<file path="src/rtl/adb_controller.sv">
// ADB transceiver behind the VIA shift register: decodes host commands and answers
// Talk requests for a keyboard (addr 2) and a mouse (addr 3); Listen data is discarded.
module adb_controller (
    input  logic       clk32,
    input  logic       _systemReset,
    input  logic       clk_en,
    input  logic [1:0] st,
    input  logic       viaBusy,
    input  logic [7:0] adb_din,
    input  logic       adb_din_strobe,
    input  logic       mouseStrobe,
    input  logic [8:0] mouseX,
    input  logic [8:0] mouseY,
    input  logic       mouseButton,
    input  logic       keyStrobe,
    input  logic [7:0] keyData,
    output logic       _int,
    output logic       listen,
    output logic [7:0] adb_dout,
    output logic       adb_dout_strobe
);
    localparam logic [1:0] ST_CMD  = 2'b00;
    localparam logic [1:0] ST_EVEN = 2'b01;
    localparam logic [1:0] ST_ODD  = 2'b10;
    localparam logic [3:0] KBD_ADDR   = 4'd2;
    localparam logic [3:0] MOUSE_ADDR = 4'd3;

    logic [1:0]      st_last_q, st_last_d;
    logic            armed_q, armed_d, tx_pend_q, tx_pend_d, timeout_q, timeout_d;
    logic [7:0]      cmd_q, cmd_d, dout_q, dout_d;
    logic            dout_stb_q, dout_stb_d, int_q, int_d;
    logic [3:0][7:0] fifo_q, fifo_d;
    logic [2:0]      cnt_q, cnt_d, cnt_pop;
    logic [6:0]      dx_q, dx_d, dy_q, dy_d, base_x, base_y;
    logic            last_btn_q, last_btn_d;
    logic signed [10:0] sum_x, sum_y;

    logic       entry, fresh, in_data, is_talk, is_listen, kbd_pend, mouse_pend;
    logic       has_data, tmo, tmo_now, srq, send, pop, clr_mouse, flush_kbd;
    logic [3:0] addr;
    logic [1:0] reg_n;

    function automatic logic [6:0] sat7(input logic signed [10:0] v);
        if (v > 11'sd63)       return 7'h3F;
        else if (v < -11'sd64) return 7'h40;
        else                   return v[6:0];
    endfunction

    assign entry      = clk_en && (st != st_last_q);
    // Timeout is decided when the talk starts; an odd-byte entry reached via the
    // even byte reuses that decision.
    assign fresh      = entry && ((st == ST_EVEN) || (st_last_q != ST_EVEN));
    assign in_data    = (st == ST_EVEN) || (st == ST_ODD);
    assign addr       = cmd_q[7:4];
    assign reg_n      = cmd_q[1:0];
    assign is_talk    = cmd_q[3:2] == 2'b11;
    assign is_listen  = cmd_q[3:2] == 2'b10;
    assign kbd_pend   = cnt_q != 3'd0;
    assign mouse_pend = (dx_q != 7'd0) || (dy_q != 7'd0) || (mouseButton != last_btn_q);
    assign has_data   = ((reg_n == 2'd3) && (addr == KBD_ADDR || addr == MOUSE_ADDR)) ||
                        ((reg_n == 2'd0) && ((addr == KBD_ADDR && kbd_pend) ||
                                             (addr == MOUSE_ADDR && mouse_pend)));
    assign tmo        = is_talk && !has_data;
    assign srq        = (kbd_pend && addr != KBD_ADDR) || (mouse_pend && addr != MOUSE_ADDR);

    always_comb begin
        st_last_d  = st_last_q;
        armed_d    = armed_q;
        tx_pend_d  = tx_pend_q;
        timeout_d  = timeout_q;
        cmd_d      = cmd_q;
        dout_d     = dout_q;
        dout_stb_d = dout_stb_q;
        last_btn_d = last_btn_q;
        pop        = 1'b0;
        clr_mouse  = 1'b0;
        flush_kbd  = 1'b0;
        tmo_now    = fresh ? tmo : timeout_q;
        send       = clk_en && in_data && !viaBusy && (entry ? is_talk : tx_pend_q);

        if (clk_en) begin
            st_last_d  = st;
            dout_stb_d = 1'b0;
        end
        if (entry) begin
            if (st == ST_CMD) begin
                armed_d   = 1'b1;
                tx_pend_d = 1'b0;
                timeout_d = 1'b0;
            end else if (in_data) begin
                armed_d   = is_listen;
                tx_pend_d = is_talk;
                if (fresh) timeout_d = tmo;
            end else begin
                armed_d   = 1'b0;
                tx_pend_d = 1'b0;
            end
        end

        if (send) begin
            dout_stb_d = 1'b1;
            tx_pend_d  = 1'b0;
            if (tmo_now) begin
                dout_d = 8'hFF;
            end else if (reg_n == 2'd3) begin
                dout_d = (st == ST_EVEN) ? {4'h6, addr} : ((addr == KBD_ADDR) ? 8'h02 : 8'h01);
            end else if (addr == KBD_ADDR) begin
                dout_d = kbd_pend ? fifo_q[0] : 8'hFF;
                pop    = kbd_pend;
            end else if (st == ST_EVEN) begin
                dout_d     = {mouseButton, dy_q};
                last_btn_d = mouseButton;
            end else begin
                dout_d    = {1'b1, dx_q};
                clr_mouse = 1'b1;
            end
        end

        if (clk_en && adb_din_strobe && armed_q && !entry) begin
            armed_d = 1'b0;
            if (st == ST_CMD) begin
                cmd_d = adb_din;
                // SendReset / Flush drop whatever the addressed device had queued
                if (adb_din[3:1] == 3'b000) begin
                    flush_kbd = adb_din[7:4] == KBD_ADDR;
                    if (adb_din[7:4] == MOUSE_ADDR) begin
                        clr_mouse  = 1'b1;
                        last_btn_d = mouseButton;
                    end
                end
            end
        end

        // Pop before push so a key arriving with a read is not lost on a full FIFO
        cnt_pop = cnt_q - {2'b00, pop};
        fifo_d  = pop ? {8'hFF, fifo_q[3:1]} : fifo_q;
        cnt_d   = cnt_pop;
        if (clk_en && keyStrobe && cnt_pop < 3'd4) begin
            fifo_d[cnt_pop[1:0]] = keyData;
            cnt_d                = cnt_pop + 3'd1;
        end
        if (flush_kbd) cnt_d = 3'd0;

        base_x = clr_mouse ? 7'd0 : dx_q;
        base_y = clr_mouse ? 7'd0 : dy_q;
        sum_x  = {{4{base_x[6]}}, base_x} + {{2{mouseX[8]}}, mouseX};
        sum_y  = {{4{base_y[6]}}, base_y} - {{2{mouseY[8]}}, mouseY};
        dx_d   = base_x;
        dy_d   = base_y;
        if (clk_en && mouseStrobe) begin
            dx_d = sat7(sum_x);
            dy_d = sat7(sum_y);
        end

        case (st)
            ST_CMD:  int_d = 1'b1;
            ST_EVEN,
            ST_ODD:  int_d = !timeout_q;
            default: int_d = !srq;
        endcase
    end

    always_ff @(posedge clk32 or negedge _systemReset) begin
        if (!_systemReset) begin
            st_last_q  <= ST_CMD;
            armed_q    <= 1'b0;
            tx_pend_q  <= 1'b0;
            timeout_q  <= 1'b0;
            cmd_q      <= 8'h00;
            dout_q     <= 8'hFF;
            dout_stb_q <= 1'b0;
            int_q      <= 1'b1;
            fifo_q     <= '0;
            cnt_q      <= 3'd0;
            dx_q       <= 7'd0;
            dy_q       <= 7'd0;
            last_btn_q <= 1'b1;
        end else begin
            st_last_q  <= st_last_d;
            armed_q    <= armed_d;
            tx_pend_q  <= tx_pend_d;
            timeout_q  <= timeout_d;
            cmd_q      <= cmd_d;
            dout_q     <= dout_d;
            dout_stb_q <= dout_stb_d;
            int_q      <= int_d;
            fifo_q     <= fifo_d;
            cnt_q      <= cnt_d;
            dx_q       <= dx_d;
            dy_q       <= dy_d;
            last_btn_q <= last_btn_d;
        end
    end

    assign _int            = int_q;
    assign listen          = armed_q && !viaBusy;
    assign adb_dout        = dout_q;
    assign adb_dout_strobe = dout_stb_q;
endmodule

</file>
<file path="config.mk">
export PLATFORM = sky130hd
export DESIGN_NAME = adb_controller
export DESIGN_NICKNAME = d
export VERILOG_FILES = /design/src/rtl/adb_controller.sv
export SDC_FILE = /design/constraint.sdc
export NUM_CORES = 1
export LEC_CHECK = 0
export CAP_MARGIN = 30
export CORE_MARGIN = 1.5
export CORE_UTILIZATION = 58
export CTS_BUF_LIST = sky130_fd_sc_hd__clkbuf_2
export CTS_CLUSTER_DIAMETER = 40
export DETAILED_ROUTE_END_ITERATION = 10
export PLACE_DENSITY_LB_ADDON = 0.1
export SLEW_MARGIN = 20
export SYNTH_ARGS = -nofsm -noshare
export SYNTH_HDL_FRONTEND = slang
export SYNTH_SLANG_ARGS = --single-unit
</file>
<file path="constraint.sdc">
create_clock -name clk32 -period 4.62 [get_ports clk32]
set_clock_uncertainty 0.05 [all_clocks]
set_input_delay 0.924 -clock clk32 [delete_from_list [all_inputs] [get_ports clk32]]
set_output_delay 0.924 -clock clk32 [all_outputs]
set_load 0.005 [all_outputs]
</file>
Word-level counts from Yosys, hierarchy flattened. Index checks and enable logic that the tools add are counted. Widths: inputs -> output; s select.

Register bits after elaboration: 73. Bits in latches: 0. RAM bits: 0. ROM bits: 0. Input bits: 44. Output and inout port bits: 11. Logic and storage cells: 149. Memories kept: 0.

Add/subtract/negate cells: 4. Multipliers: 0. Divide/modulo/power cells: 0. $lt $le $gt $ge: 7. Eq/ne operators: 14. Shift operators: 0. Muxes and demuxes: 62. Bitwise logic cells: 0. Reductions and logical operators: 46.

Operator list (number): $mux 32 (2); $mux 7 (9); $mux 8 (6); $mux 1 (39); $bwmux 32 (1); $gt 10x7->1 const B (2); $logic_and 1x1->1 (20); $lt 10x7->1 const B (2); $demux 8 s2 (1); $eq 4x2->1 const B (4); $reduce_bool 7->1 (2); $add 7x9->10 (1); $sub 7x9->10 (1); $eq 2x2->1 const B (4); $logic_or 1x1->1 (8); $ne 4x2->1 const B (2); $reduce_bool 2->1 (4); $mux 3 (2); $logic_not 1->1 (5); $logic_not 2->1 (2); $reduce_and 2->1 (2); $add 3x1->3 const B (1); $logic_not 3->1 (1); $lt 2x3->1 const B (1); 11 further kinds (11).

Depth between registers and ports, before layout. Gate-level depths: netlist (run 1).

Word-level depth: 22. Depth in mapped cells: 20. Mapped depth without buffers: 17.

Worst setup path after synthesis (run 1). No wires, ideal clock.

Kind: in2reg. Start: input port st[1]. End: register dy_q[5]. Library setup time: 0.126 ns. Data arrival time: 4.344 ns. Required time: 4.444 ns. Path slack: 0.099 ns. Stages: 20. Buffers on the path: 3. Cells stage by stage: inv_1 > ha_1 > clkbuf_1 > nor2_1 > a21oi_2 > nand3_1 > o211a_1 > buf_4 > a21boi_4 > buf_4 > nand2_1 > ha_1 > fa_1 > nor2b_1 > o2111ai_1 > and3b_1 > nor4b_1 > nor3_1 > o21ai_1 > a221o_1.

Cells in the longest elaborated chain, start to end: 16.

RTL lines: from (decl) (RTL line 7) `input logic [1:0] st,`; $eq 2x1->1, or another cell as far along (RTL line 52, 53, 110); $mux 1, or another cell as far along (RTL line 110) `end else if (st == ST_EVEN) begin`; $mux 1, or another cell as far along (RTL line 107) `end else if (addr == KBD_ADDR) begin`; $mux 1, or another cell as far along (RTL line 105) `end else if (reg_n == 2'd3) begin`; $mux 1 or $logic_and 1x1->1 (tied branches) (RTL line 103, 79); $mux 1 (RTL line 100) `if (send) begin`; $mux 1 (RTL line 126) `if (adb_din[7:4] == MOUSE_ADDR) begin`; $mux 1 (RTL line 124) `if (adb_din[3:1] == 3'b000) begin`; $mux 1 (RTL line 121) `if (st == ST_CMD) begin`; $mux 1 * (RTL line 119) `if (clk_en && adb_din_strobe && armed_q && !entry) begin`; $mux 7 * (RTL line 145) `base_y = clr_mouse ? 7'd0 : dy_q;`; $sub 7x9->10 (RTL line 147) `sum_y = {{4{base_y[6]}}, base_y} - {{2{mouseY[8]}}, mouseY};`; $lt 10x7->1 (RTL line 45) `else if (v < -11'sd64) return 7'h40;`; $mux 7 (RTL line 45); $mux 7 (RTL line 44) `if (v > 11'sd63) return 7'h3F;`; $mux 7 * (RTL line 150) `if (clk_en && mouseStrobe) begin`; net dy_d[5] (RTL line 34) `logic [6:0] dx_q, dx_d, dy_q, dy_d, base_x, base_y;`; to (signal assigned) (RTL line 190) `dy_q <= dy_d;`; to (decl) (RTL line 34).

The timed path passes the listed nets; every way through them passes the cells marked *. A chain may end at the register's enable or synchronous reset.

Worst setup path in the final report (run 1).
Start: input port st[0]. End: register dx_q[2].

Cells in the longest elaborated chain, start to end: 16.

RTL lines: $eq 2x1->1, or another cell as far along (RTL line 52, 53, 110); $mux 1, or another cell as far along (RTL line 110); $mux 1, or another cell as far along (RTL line 107); $mux 1, or another cell as far along (RTL line 105); $mux 1 or $logic_and 1x1->1 (tied branches) (RTL line 103, 79); $mux 1 (RTL line 100); $mux 1 (RTL line 126); $mux 1 (RTL line 124); $mux 1 (RTL line 121); $mux 1 * (RTL line 119); $mux 7 * (RTL line 144) `base_x = clr_mouse ? 7'd0 : dx_q;`; $add 7x9->10 (RTL line 146) `sum_x = {{4{base_x[6]}}, base_x} + {{2{mouseX[8]}}, mouseX};`; $lt 10x7->1 (RTL line 45); $mux 7 (RTL line 45); $mux 7 (RTL line 44); $mux 7 * (RTL line 150); net dx_d[2] (RTL line 34); to (signal assigned) (RTL line 175) `dx_q <= 7'd0;`; to (signal assigned) (RTL line 189) `dx_q <= dx_d;`; to (decl) (RTL line 34).

Marked as above.

==> run metrics, run 1 <==
worst max-slew margin expressed relative to the limit=between 50% and 60%; worst hold slack=around 380 ps; die width=between 90 and 100 µm; Async SR Flop Fraction=between 90% and 100%; cells along the critical path=clkdlybuf4s50_1 > xnor2_1 > a21o_1 > a21oi_2 > nand3_1 > o211a_1 > a21boi_4 > and2_1 > ha_1 > a211oi_1 > o21ai_0 > a21oi_1 > o211ai_1 > o2111ai_1 > buf_4 > a21oi_2 > a221o_1; number of I/O pins=55; Clk pin slew, worst setup/hold paths=200 ps; Total Nets Final=692; total grt overflow=0; Via Count=between 4000 and 5000; clock share of power=roughly an eighth; number of instances in the synthesized netlist=about 530; max-cap violation count=0; die boundary height=around 93 µm; area of the core region=about 7800 µm²; run status=complete, no violations; CTS tree=built; initial drt markers=219; leakage dissipation=between 2 and 3 nW; worst hold path class=in -> async; Starting Density=approximately 60%; number of antenna violations at the first check in global routing=0; sum of negative setup slack=0 ps; Area growth syn-to-layout=23.1%; GRT met2 Usage=between 40% and 50%; overall fraction of global-route tracks in use=between 20 and 30%; half-perimeter wire length of the detailed placement result=8490 µm; CP max FO=8; sequential fraction of the synthesis area=39.0%; number of endpoints failing setup at the final stage=0; Distinct cells, synth=57; mapped cell area=approximately 4700 µm²; Setup crit end kind=flop; share of power burned in combinational logic=around half; top cells by instance count after synthesis=sky130_fd_sc_hd__nor2_1, sky130_fd_sc_hd__dfrtp_1, sky130_fd_sc_hd__nand3_1, sky130_fd_sc_hd__o21ai_0, sky130_fd_sc_hd__a31oi_1; remaining number of nets flagged by the antenna check after routing=0; syn_area_per_cell=8.88 µm²; peak supply drop=~270 µV; Design Area, Final=~5800 µm²; crit share post-route=a little over nine tenths; GRT met1 Usage=~37%; fraction of power spent switching nets=about two fifths; leading cell type by number of instances after synthesis=sky130_fd_sc_hd__nor2_1; slew at the pin closest to its max-slew limit=between 700 and 800 ps; global-route wire length before repair=between 15000 and 20000 µm; buffer type at the clock tree root=sky130_fd_sc_hd__clkbuf_2; type of origin of the critical path=primary input; number of synthesized flops with an enable pin=0; Yosys warnings=0; Data arrival, critical path=around 4900 ps; maximum level of the CTS H-tree=3; highest cell delay on the worst timing path=roughly 600 ps; number of input and output port buffers inserted=54; FP Rows=32; required time of the worst setup path=~5000 ps; worst-skew pair later-pin latency=520 ps; Final Total Pwr=slightly below 3 mW; Antenna Diode Count=0; critical path start-end classification=in -> reg; top achievable clock speed=222 MHz; share of the synthesized area in the top cell type=33.4%; sinks on the clock net=73; cell at the slowest stage of the critical path=sky130_fd_sc_hd__clkdlybuf4s50_1; final hold violation count=0; met3 Resource Use GR=6.59%; internal portion of total power=roughly 1.8 mW; cells taking the most area after synthesis=sky130_fd_sc_hd__dfrtp_1, sky130_fd_sc_hd__ha_1, sky130_fd_sc_hd__dfstp_2; final core utilization=~74%; die area=between 8000 and 9000 µm²; net count after synthesis=a little over 600; DRT Wirelength=around 11000 µm; gpl congestion=0.839; sequential share of power=a little over a third; most frequent cell on the critical path=sky130_fd_sc_hd__a21oi_2; GRT Max-Usage Layer=met2; largest net degree at the start of global routing=41; Hold Buf Count CTS=0; PD cells=roughly 500 nW/µm²; register bit total from synthesis=73; final period demand of the worst path=4510 ps; share of cells above drive strength 1=16.5%; Register-to-Register Path Depth=16; vias in the first global route=around 4200; Max Root-Sink Buffers=2; number of pins with negative max-slew slack in the final report=0; first drt pass iteration count=5; cell area after placement=roughly 5600 µm²; routed wirelength normalized by instance count=15.6 µm; net switching power=between 1 and 1.5 mW; clock buffers created by TritonCTS=9; Most used DFF post-synth=sky130_fd_sc_hd__dfrtp_1; area leader, netlist=sky130_fd_sc_hd__dfrtp_1; drc violations=0; vias per inst=between 5 and 6
stage by stage:
step | worst slack (ps) | std cells
detailed placement | -534 | 709
floorplan | 99.5 | 531
CTS | 31.3 | 724
global route | -19.1 | 725
finish | 111 | 725
global placement | -312 | 709
power groups by stage:
stage | registers, mW | clock network, mW | logic, mW
3_3_place_gp | 1.08 | 0 | 1.37
4_1_cts | 1.07 | 0.393 | 1.44
2_1_floorplan | 1.03 | 0 | 0.964
3_5_place_dp | 1.09 | 0 | 1.42
6_report | 1.08 | 0.385 | 1.49
5_1_grt | 1.10 | 0.418 | 1.66
kinds of logic (layout without fill, tap and decap cells):
logic type / after synthesis / count (layout) / synth area share [%]
compound gates: 151 / 151 / 22.1
simple gates: 196 / 196 / 19.8
fa+ha+maj: 29 / 29 / 8.01
flops: 73 / 73 / 39.0
mux: 16 / 16 / 3.66
xor+xnor: 16 / 16 / 2.97
buf+inv: 50 / 142 / 4.43
layer usage:
layer	vias to the layer above	share of wire, %
met5	-	0
met4	0	1.2
met3	20	5.5
met2	138	49
met1	2012	44
li1	2123	-
final timing paths:
check                                     start         endpoint  slack, ps
worst max-delay path                      st[0]          dx_q[2]        110
worst min-delay path               _systemReset        tx_pend_q        380
worst max register to register          dx_q[1]          dx_q[2]        400
worst min register to register  adb_dout_strobe  adb_dout_strobe        460
max in group asynchronous          _systemReset          dx_q[2]       3140
min in group clk32              adb_dout_strobe  adb_dout_strobe        460
cell type report:
class / count / area, µm²
clock inverters: 5 / 71.3
clock buffers: 10 / 50.0
fillers: 611 / 2000
flip-flops and latches: 73 / 1840
inverters: 23 / 86.3
multi-input cells: 408 / 2720
repair buffers: 104 / 911
well taps: 102 / 128
sequential cells by signal, summed over array words and instances (netlist names):
register         flops
adb_dout             8
armed_q              1
dx_q                 7
fifo_q              32
dy_q                 7
st_last_q            2
cnt_q                3
_int                 1
timeout_q            1
tx_pend_q            1
cmd_q                8
last_btn_q           1
adb_dout_strobe      1
placed cells by master (no fill, tap or decap), drive strengths merged, types with 23 or more instances in the layout:
cell           synthesis  routed
a21oi                 23      23
nor2                  68      68
a31oi                 32      32
nand3                 36      36
nand2                 29      29
dfrtp                 63      63
ha                    27      27
clkdlybuf4s50          0      53
buf                    9      51
o21ai                 37      37
inv                   23      23
worst max-delay path, delay by kind of cell:
kind,cells,cell delay (ps)
buf+inv,2,810
simple gates,2,330
xor+xnor,1,140
compound gates,11,2400
fa+ha+maj,1,250
timing repair:
item,CTS,global route
setup endpoints to repair,1,12
pin swaps,0,3
gates resized for setup,1,9
setup buffers,0,1
cloned,0,0
No activity file was read; power rests on OpenSTA's default activity.
==> run 2, diff against run 1 <==
Settings changed: ABC_AREA set to 1, CORE_UTILIZATION 58 to 59.
==> run 2 against run 1 <==
Largest cell class unchanged; sequential share of layout area shrank 0.36 points; critical path depth grew 5; cell area up 1.1%; synthesized cell count increased by 39%; largest power group unchanged; setup slack better by 230 ps; global-route usage hardly changed.
==> run metrics, run 2 <==
run status=complete, no violations; CP max FO=13 (+5); internal portion of total power=1.78 mW (-2.3%); commonest cells after routing, fill and taps aside=sky130_fd_sc_hd__nand2_1, sky130_fd_sc_hd__nor2_1, sky130_fd_sc_hd__inv_1; Clk pin slew, worst setup/hold paths=190 ps (about the same); Distinct cells, synth=39 (-32%); worst setup path startpoint=st[0]; share of the synthesized area in the top cell type=31.1% (-2.4 points); DRT Wirelength=12100 µm (+7.2%); number of gates resized after CTS=0 (-1); initial drt markers=311 (+42%); number of pins with negative max-slew slack in the final report=0 (unchanged); Via Count=4897 (+14%); share of power burned in combinational logic=53.1% (+2.6 points); cells taking the most area after synthesis=sky130_fd_sc_hd__dfrtp_1, sky130_fd_sc_hd__nand2_1, sky130_fd_sc_hd__nor2_1; largest register by flop count=fifo_q; final period demand of the worst path=4280 ps (-228 ps); worst-skew pair later-pin latency=550 ps (+30 ps); half-perimeter wire length of the detailed placement result=8880 µm (+4.6%); clock share of power=13.3% (+0.3 points); final core utilization=71.1% (-3.3 points); number of antenna violations at the first check in global routing=0 (unchanged); critical path start-end classification=in -> reg; total grt overflow=0 (unchanged); type of origin of the critical path=primary input; leading cell type in the layout, fill and taps excluded=sky130_fd_sc_hd__nand2_1; Setup crit end kind=flop; drc violations=0 (unchanged); Yosys warnings=0 (unchanged); top layer used by detailed routing=met4; number of input and output port buffers inserted=54 (unchanged); remaining number of nets flagged by the antenna check after routing=0 (unchanged); die area=9170 µm² (+5.6%); Filler Cell Count=718 (+18%); max-cap violation count=0 (unchanged); Async SR Flop Fraction=100% (unchanged); area of the core region=8260 µm² (+5.8%); worst hold slack=174 ps (-209 ps); final hold violation count=0 (unchanged); overall fraction of global-route tracks in use=28.0% (about the same); Max Root-Sink Buffers=2 (unchanged); number of endpoints failing setup at the final stage=0 (unchanged); Met1 Routed Length=5410 µm (+8.4%); Starting Density=61.5% (+1.0 points); startpoint of the worst-slack reg-to-reg timing path=cmd_q[7]; area leader, netlist=sky130_fd_sc_hd__dfrtp_1; number of synthesized flops with an enable pin=0 (unchanged); maximum level of the CTS H-tree=3 (unchanged); top cells by instance count after synthesis=sky130_fd_sc_hd__nand2_1, sky130_fd_sc_hd__nor2_1, sky130_fd_sc_hd__inv_1, sky130_fd_sc_hd__dfrtp_1, sky130_fd_sc_hd__a21oi_1; vias per inst=5.39 (-8.9%); top achievable clock speed=234 MHz (+5.3%); clock buffers created by TritonCTS=9 (unchanged); largest net degree at the start of global routing=57 (+39%); Antenna Diode Count=0 (unchanged); mapped cell area=5070 µm² (+7.6%); PD cells=549 nW/µm² (+8.0%); slew at the pin closest to its max-slew limit=537 ps (-200 ps); sequential share of power=33.6% (-2.9 points); die boundary height=95.7 µm (+2.8%); required time of the worst setup path=5010 ps (+40 ps); buffer type at the clock tree root=sky130_fd_sc_hd__clkbuf_2; number of instances in the synthesized netlist=739 (+39%); Routed met2 length=5690 µm (+2.1%); Setup Fix Bufs, Post-CTS=0 (unchanged); vias in the first global route=4490 (+7.1%); Most used DFF post-synth=sky130_fd_sc_hd__dfrtp_1; number of I/O pins=55 (unchanged); CTS tree=built; sequential fraction of the synthesis area=36.2% (-2.7 points); die width=95.7 µm (+2.8%); leading cell type by number of instances after synthesis=sky130_fd_sc_hd__nand2_1; fraction of power spent switching nets=44.7% (+6.6 points); global-route wire length before repair=19900 µm (+2.9%); number of flip-flops under the largest register name=32 (unchanged); register bit total from synthesis=73 (unchanged); routed length on met3=668 µm (+8.1%); first drt pass iteration count=5 (unchanged); net switching power=1.44 mW (+28%); leakage dissipation=3.19 nW (+27%); sinks on the clock net=73 (unchanged); Hold Buf Count CTS=0 (unchanged); worst hold path class=in -> async; Data arrival, critical path=4670 ps (-190 ps); share of cells above drive strength 1=6.60% (-9.9 points); worst max-slew margin expressed relative to the limit=64.1% (+13 points); Total Nets Final=871 (+26%); gpl congestion=0.936 (+12%); FP Rows=33 (+3.1%); net count after synthesis=812 (+34%); crit share post-route=92.7% (-4.9 points); syn_area_per_cell=6.87 µm² (-23%); RSZ-0062 raised after global routing=no; peak supply drop=362 µV (+36%); routed wirelength normalized by instance count=13.4 µm (-14%); Area growth syn-to-layout=15.7%
-- run 2: cell types whose count changed after synthesis, moves of 13 or more --
cell,delta
sky130_fd_sc_hd__nand2_1,+162
sky130_fd_sc_hd__nor2_1,+83
sky130_fd_sc_hd__nand4_1,+16
sky130_fd_sc_hd__inv_1,+84
sky130_fd_sc_hd__nor3_1,-13
sky130_fd_sc_hd__a31oi_1,-27
sky130_fd_sc_hd__and2_1,-14
-- run 2: cells by family (layout without fill, tap and decap cells) --
| family | after synthesis | after routing | share of synthesized area [%] |
|---|---|---|---|
| buf+inv | 128 | 192 | 10.4 |
| compound gates | 79 | 79 | 8.92 |
| xor+xnor | 15 | 15 | 2.59 |
| flops | 73 | 73 | 36.2 |
| simple gates | 415 | 415 | 34.4 |
| fa+ha+maj | 29 | 29 | 7.45 |
-- run 2: power by group through the flow --
stage               combinational, mW  clock, mW  sequential [mW]
floorplan                        1.25          0             1.05
global placement                 1.63          0             1.09
detailed placement               1.67          0             1.10
CTS                              1.69      0.431             1.08
global route                     1.96      0.464             1.11
finish                           1.71      0.429             1.08
-- run 2: cell type report --
class	count	area, µm²	area share, %
Inverter	109	409	6.97
Multi-Input combinational cell	538	2710	46.1
Clock buffer	10	50.0	0.852
Timing Repair Buffer	67	646	11.0
Tap cell	105	131	2.24
Sequential cell	73	1840	31.3
Clock inverter	6	91.3	1.56
-- run 2: routing by layer --
layer / global-route usage [%] / vias to the layer above
met2: 45.4 / 166
met3: 5.45 / 41
li1: - / 2443
met5: 0 / -
met4: 12.9 / 0
met1: 36.0 / 2247
-- run 2: through the flow --
step	setup slack (ps)	area (µm²)	setup TNS, ps	instances	power [mW]
final	339	5870	0	908	3.22
after global routing	186	5870	0	908	3.54
after CTS	462	5850	0	907	3.20
after detailed placement	-34.5	5710	-286	891	2.77
after global placement	92.6	5710	0	891	2.71
after floorplan	777	5070	0	739	2.30
-- run 2: final timing paths --
path / slack (ps) / cells after the start / endpoint
max in group asynchronous: 3640 / 2 / dy_q[5]
min: 170 / 1 / dx_q[3]
max reg2reg: 730 / 22 / dx_q[0]
max: 340 / 22 / dx_q[0]
min reg2reg: 470 / 2 / adb_dout[4]
min in group clk32: 470 / 2 / adb_dout[4]
-- run 2: worst max-delay path: stages --
cell	delay, ps
sky130_fd_sc_hd__clkdlybuf4s50_1	490
sky130_fd_sc_hd__ha_1	290
sky130_fd_sc_hd__nor3_1	250
sky130_fd_sc_hd__o21bai_1	150
sky130_fd_sc_hd__nor2_1	70
sky130_fd_sc_hd__nand2_1	130
sky130_fd_sc_hd__nand2_2	110
sky130_fd_sc_hd__nor2_8	120
sky130_fd_sc_hd__nand2_4	60
sky130_fd_sc_hd__nand2_2	230
sky130_fd_sc_hd__nor2_1	100
sky130_fd_sc_hd__ha_1	330
sky130_fd_sc_hd__inv_1	80
sky130_fd_sc_hd__o21ai_0	270
sky130_fd_sc_hd__a21oi_1	110
sky130_fd_sc_hd__o21ai_0	240
sky130_fd_sc_hd__xor2_1	270
sky130_fd_sc_hd__nand2_1	190
sky130_fd_sc_hd__nand2_1	110
sky130_fd_sc_hd__nand2_1	50
sky130_fd_sc_hd__nand2_1	60
sky130_fd_sc_hd__nand2_1	50
==> run 3, diff against run 2 <==
Settings changed: HOLD_SLACK_MARGIN set to 0.15, TNS_END_PERCENT set to 5.
==> run 3 against run 2 <==
Critical path depth did not move; setup slack got worse by 11 ps; sequential power barely moved; largest cell class unchanged; clock power barely moved; via count barely moved; largest power group unchanged; critical path type unchanged; sequential cell count did not move.
==> run metrics, run 3 (synthesis results as in run 2) <==
number of pins with negative max-slew slack in the final report=0 (unchanged); number of antenna violations at the first check in global routing=0 (unchanged); RSZ-0062 raised after global routing=no; fraction of power spent switching nets=44.7% (about the same); net switching power=1.44 mW (about the same); Register-to-Register Path Depth=22 (unchanged); run status=complete, no violations; Met1 Routed Length=5420 µm (+0.11%); CP max FO=13 (unchanged); total grt overflow=0 (unchanged); routed wirelength normalized by instance count=13.4 µm (about the same); routed length on met3=621 µm (-7.0%); Total Nets Final=872 (+0.11%); worst setup path startpoint=st[0]; CTS tree=built; Routed met2 length=5770 µm (+1.4%); Data arrival, critical path=4680 ps (about the same); clock share of power=13.3% (about the same); share of power burned in combinational logic=53.1% (about the same); initial drt markers=331 (+6.4%); remaining number of nets flagged by the antenna check after routing=0 (unchanged); final hold violation count=0 (unchanged); Final Total Pwr=3.23 mW (about the same); die boundary height=95.7 µm (unchanged); largest register by flop count=fifo_q; Max Root-Sink Buffers=2 (unchanged); leakage dissipation=3.19 nW (+0.13%); worst-skew pair later-pin latency=550 ps (about the same); number of flip-flops under the largest register name=32 (unchanged); die area=9170 µm² (unchanged); worst max-slew margin expressed relative to the limit=64.2% (+0.086 points); top layer used by detailed routing=met4; vias in the first global route=4490 (unchanged); Clk pin slew, worst setup/hold paths=180 ps (about the same); largest net degree at the start of global routing=57 (unchanged); FP Rows=33 (unchanged); Setup crit end kind=flop; top achievable clock speed=233 MHz (-0.26%); required time of the worst setup path=5000 ps (about the same); worst hold path class=reg -> reg; area of the core region=8260 µm² (unchanged); commonest cells after routing, fill and taps aside=sky130_fd_sc_hd__nand2_1, sky130_fd_sc_hd__nor2_1, sky130_fd_sc_hd__inv_1; count of placed standard cells including taps=891 (unchanged); first drt pass iteration count=5 (unchanged); gpl congestion=0.936 (unchanged); max-cap violation count=0 (unchanged); Cells on Worst Hold Path=2; critical path start-end classification=in -> reg; number of endpoints failing setup at the final stage=0 (unchanged); internal portion of total power=1.79 mW (about the same); clock buffers created by TritonCTS=9 (unchanged); buffer type at the clock tree root=sky130_fd_sc_hd__clkbuf_2; startpoint of the worst-slack reg-to-reg timing path=cmd_q[7]; Area growth syn-to-layout=15.9%; share of cells above drive strength 1=6.59% (-0.0082 points); maximum level of the CTS H-tree=3 (unchanged); final core utilization=71.2% (+0.12 points); crit share post-route=92.9% (+0.24 points); hold wc startpoint=adb_dout[4]; die width=95.7 µm (unchanged); drc violations=0 (unchanged); global-route wire length before repair=19900 µm (unchanged); post-route insts no fill=909 (+0.11%); Starting Density=61.5% (unchanged); Via Count=4900 (+0.061%); peak supply drop=363 µV (+0.11%); final period demand of the worst path=4290 ps (+11.2 ps); sinks on the clock net=73 (unchanged); DRT Wirelength=12200 µm (+0.14%); half-perimeter wire length of the detailed placement result=8880 µm (unchanged); number of input and output port buffers inserted=54 (unchanged); worst-case register-to-register setup slack=720 ps (about the same); sequential share of power=33.6% (about the same); PD cells=548 nW/µm² (-0.14%); vias per inst=5.39 (about the same); endpoint of the most critical register-to-register path=dx_q[5]; overall fraction of global-route tracks in use=28.0% (unchanged); Antenna Diode Count=0 (unchanged); leading cell type in the layout, fill and taps excluded=sky130_fd_sc_hd__nand2_1; number of I/O pins=55 (unchanged); type of origin of the critical path=primary input; endpoint of the worst hold-timing path=adb_dout[4]; slew at the pin closest to its max-slew limit=536 ps (-1.29 ps)
run 3: cell types whose count changed in the layout (fill, tap and decap cells not counted), sizes merged:
cell and delta:
dlygate4sd3 +1
run 3: worst max-delay path by stage:
| stage | to | cells after the start |
|---|---|---|
| 2_1_floorplan | dx_q[0] | 21 |
| 4_1_cts | dx_q[5] | 23 |
| 3_3_place_gp | dx_q[1] | 24 |
| 5_1_grt | dy_q[5] | 22 |
| 3_5_place_dp | dx_q[2] | 22 |
| 6_report | dx_q[5] | 22 |
run 3: per-stage QoR:
step	hold slack [ps]	cell area (µm²)	setup slack, ps	TNS, ps
2_1_floorplan	414	5070	777	0
3_3_place_gp	428	5710	92.6	0
3_5_place_dp	439	5710	-34.5	-286
4_1_cts	449	5850	462	0
5_1_grt	483	5880	186	0
6_report	470	5880	328	0
run 3: power groups by stage:
stage	clock network (mW)	registers [mW]	logic, mW
after floorplan	0	1.05	1.25
after global placement	0	1.09	1.63
after detailed placement	0	1.10	1.67
after CTS	0.431	1.08	1.69
after global routing	0.464	1.11	1.97
final	0.429	1.08	1.71
run 3: area by class of cell:
cell class / instances / area [µm²]
Clock inverter: 6 / 91.3
Sequential cell: 73 / 1840
Fill cell: 717 / 2370
Clock buffer: 10 / 50.0
Inverter: 109 / 409
Multi-Input combinational cell: 538 / 2710
Timing Repair Buffer: 68 / 656
Tap cell: 105 / 131
run 3: routing by layer:
metal	vias to the layer above	global-route usage (%)
met5	-	0
met4	0	12.9
met3	35	5.45
met2	167	45.4
met1	2253	36.0
li1	2445	-
run 3: critical path, cell delays in order:
cell and delay, ps:
sky130_fd_sc_hd__clkdlybuf4s50_1 490, sky130_fd_sc_hd__ha_1 290, sky130_fd_sc_hd__nor3_1 250, sky130_fd_sc_hd__o21bai_1 150, sky130_fd_sc_hd__nor2_1 70, sky130_fd_sc_hd__nand2_1 130, sky130_fd_sc_hd__nand2_2 110, sky130_fd_sc_hd__nor2_8 120
sky130_fd_sc_hd__nand2_4 60, sky130_fd_sc_hd__nand2_2 230, sky130_fd_sc_hd__nor2_1 100, sky130_fd_sc_hd__ha_1 330, sky130_fd_sc_hd__inv_1 70, sky130_fd_sc_hd__o21ai_0 270, sky130_fd_sc_hd__a21oi_1 110, sky130_fd_sc_hd__o21ai_0 250
sky130_fd_sc_hd__xor2_1 270, sky130_fd_sc_hd__nand2_1 190, sky130_fd_sc_hd__nand2_1 100, sky130_fd_sc_hd__nand2_1 50, sky130_fd_sc_hd__nand2_1 60, sky130_fd_sc_hd__nand2_1 50
run 3: timing repair:
action	4_1_cts	5_1_grt
setup endpoints to repair	0	0
hold endpoints to repair	0	4
hold buffers	0	1
setup buffers	0	0
resized for setup	0	0
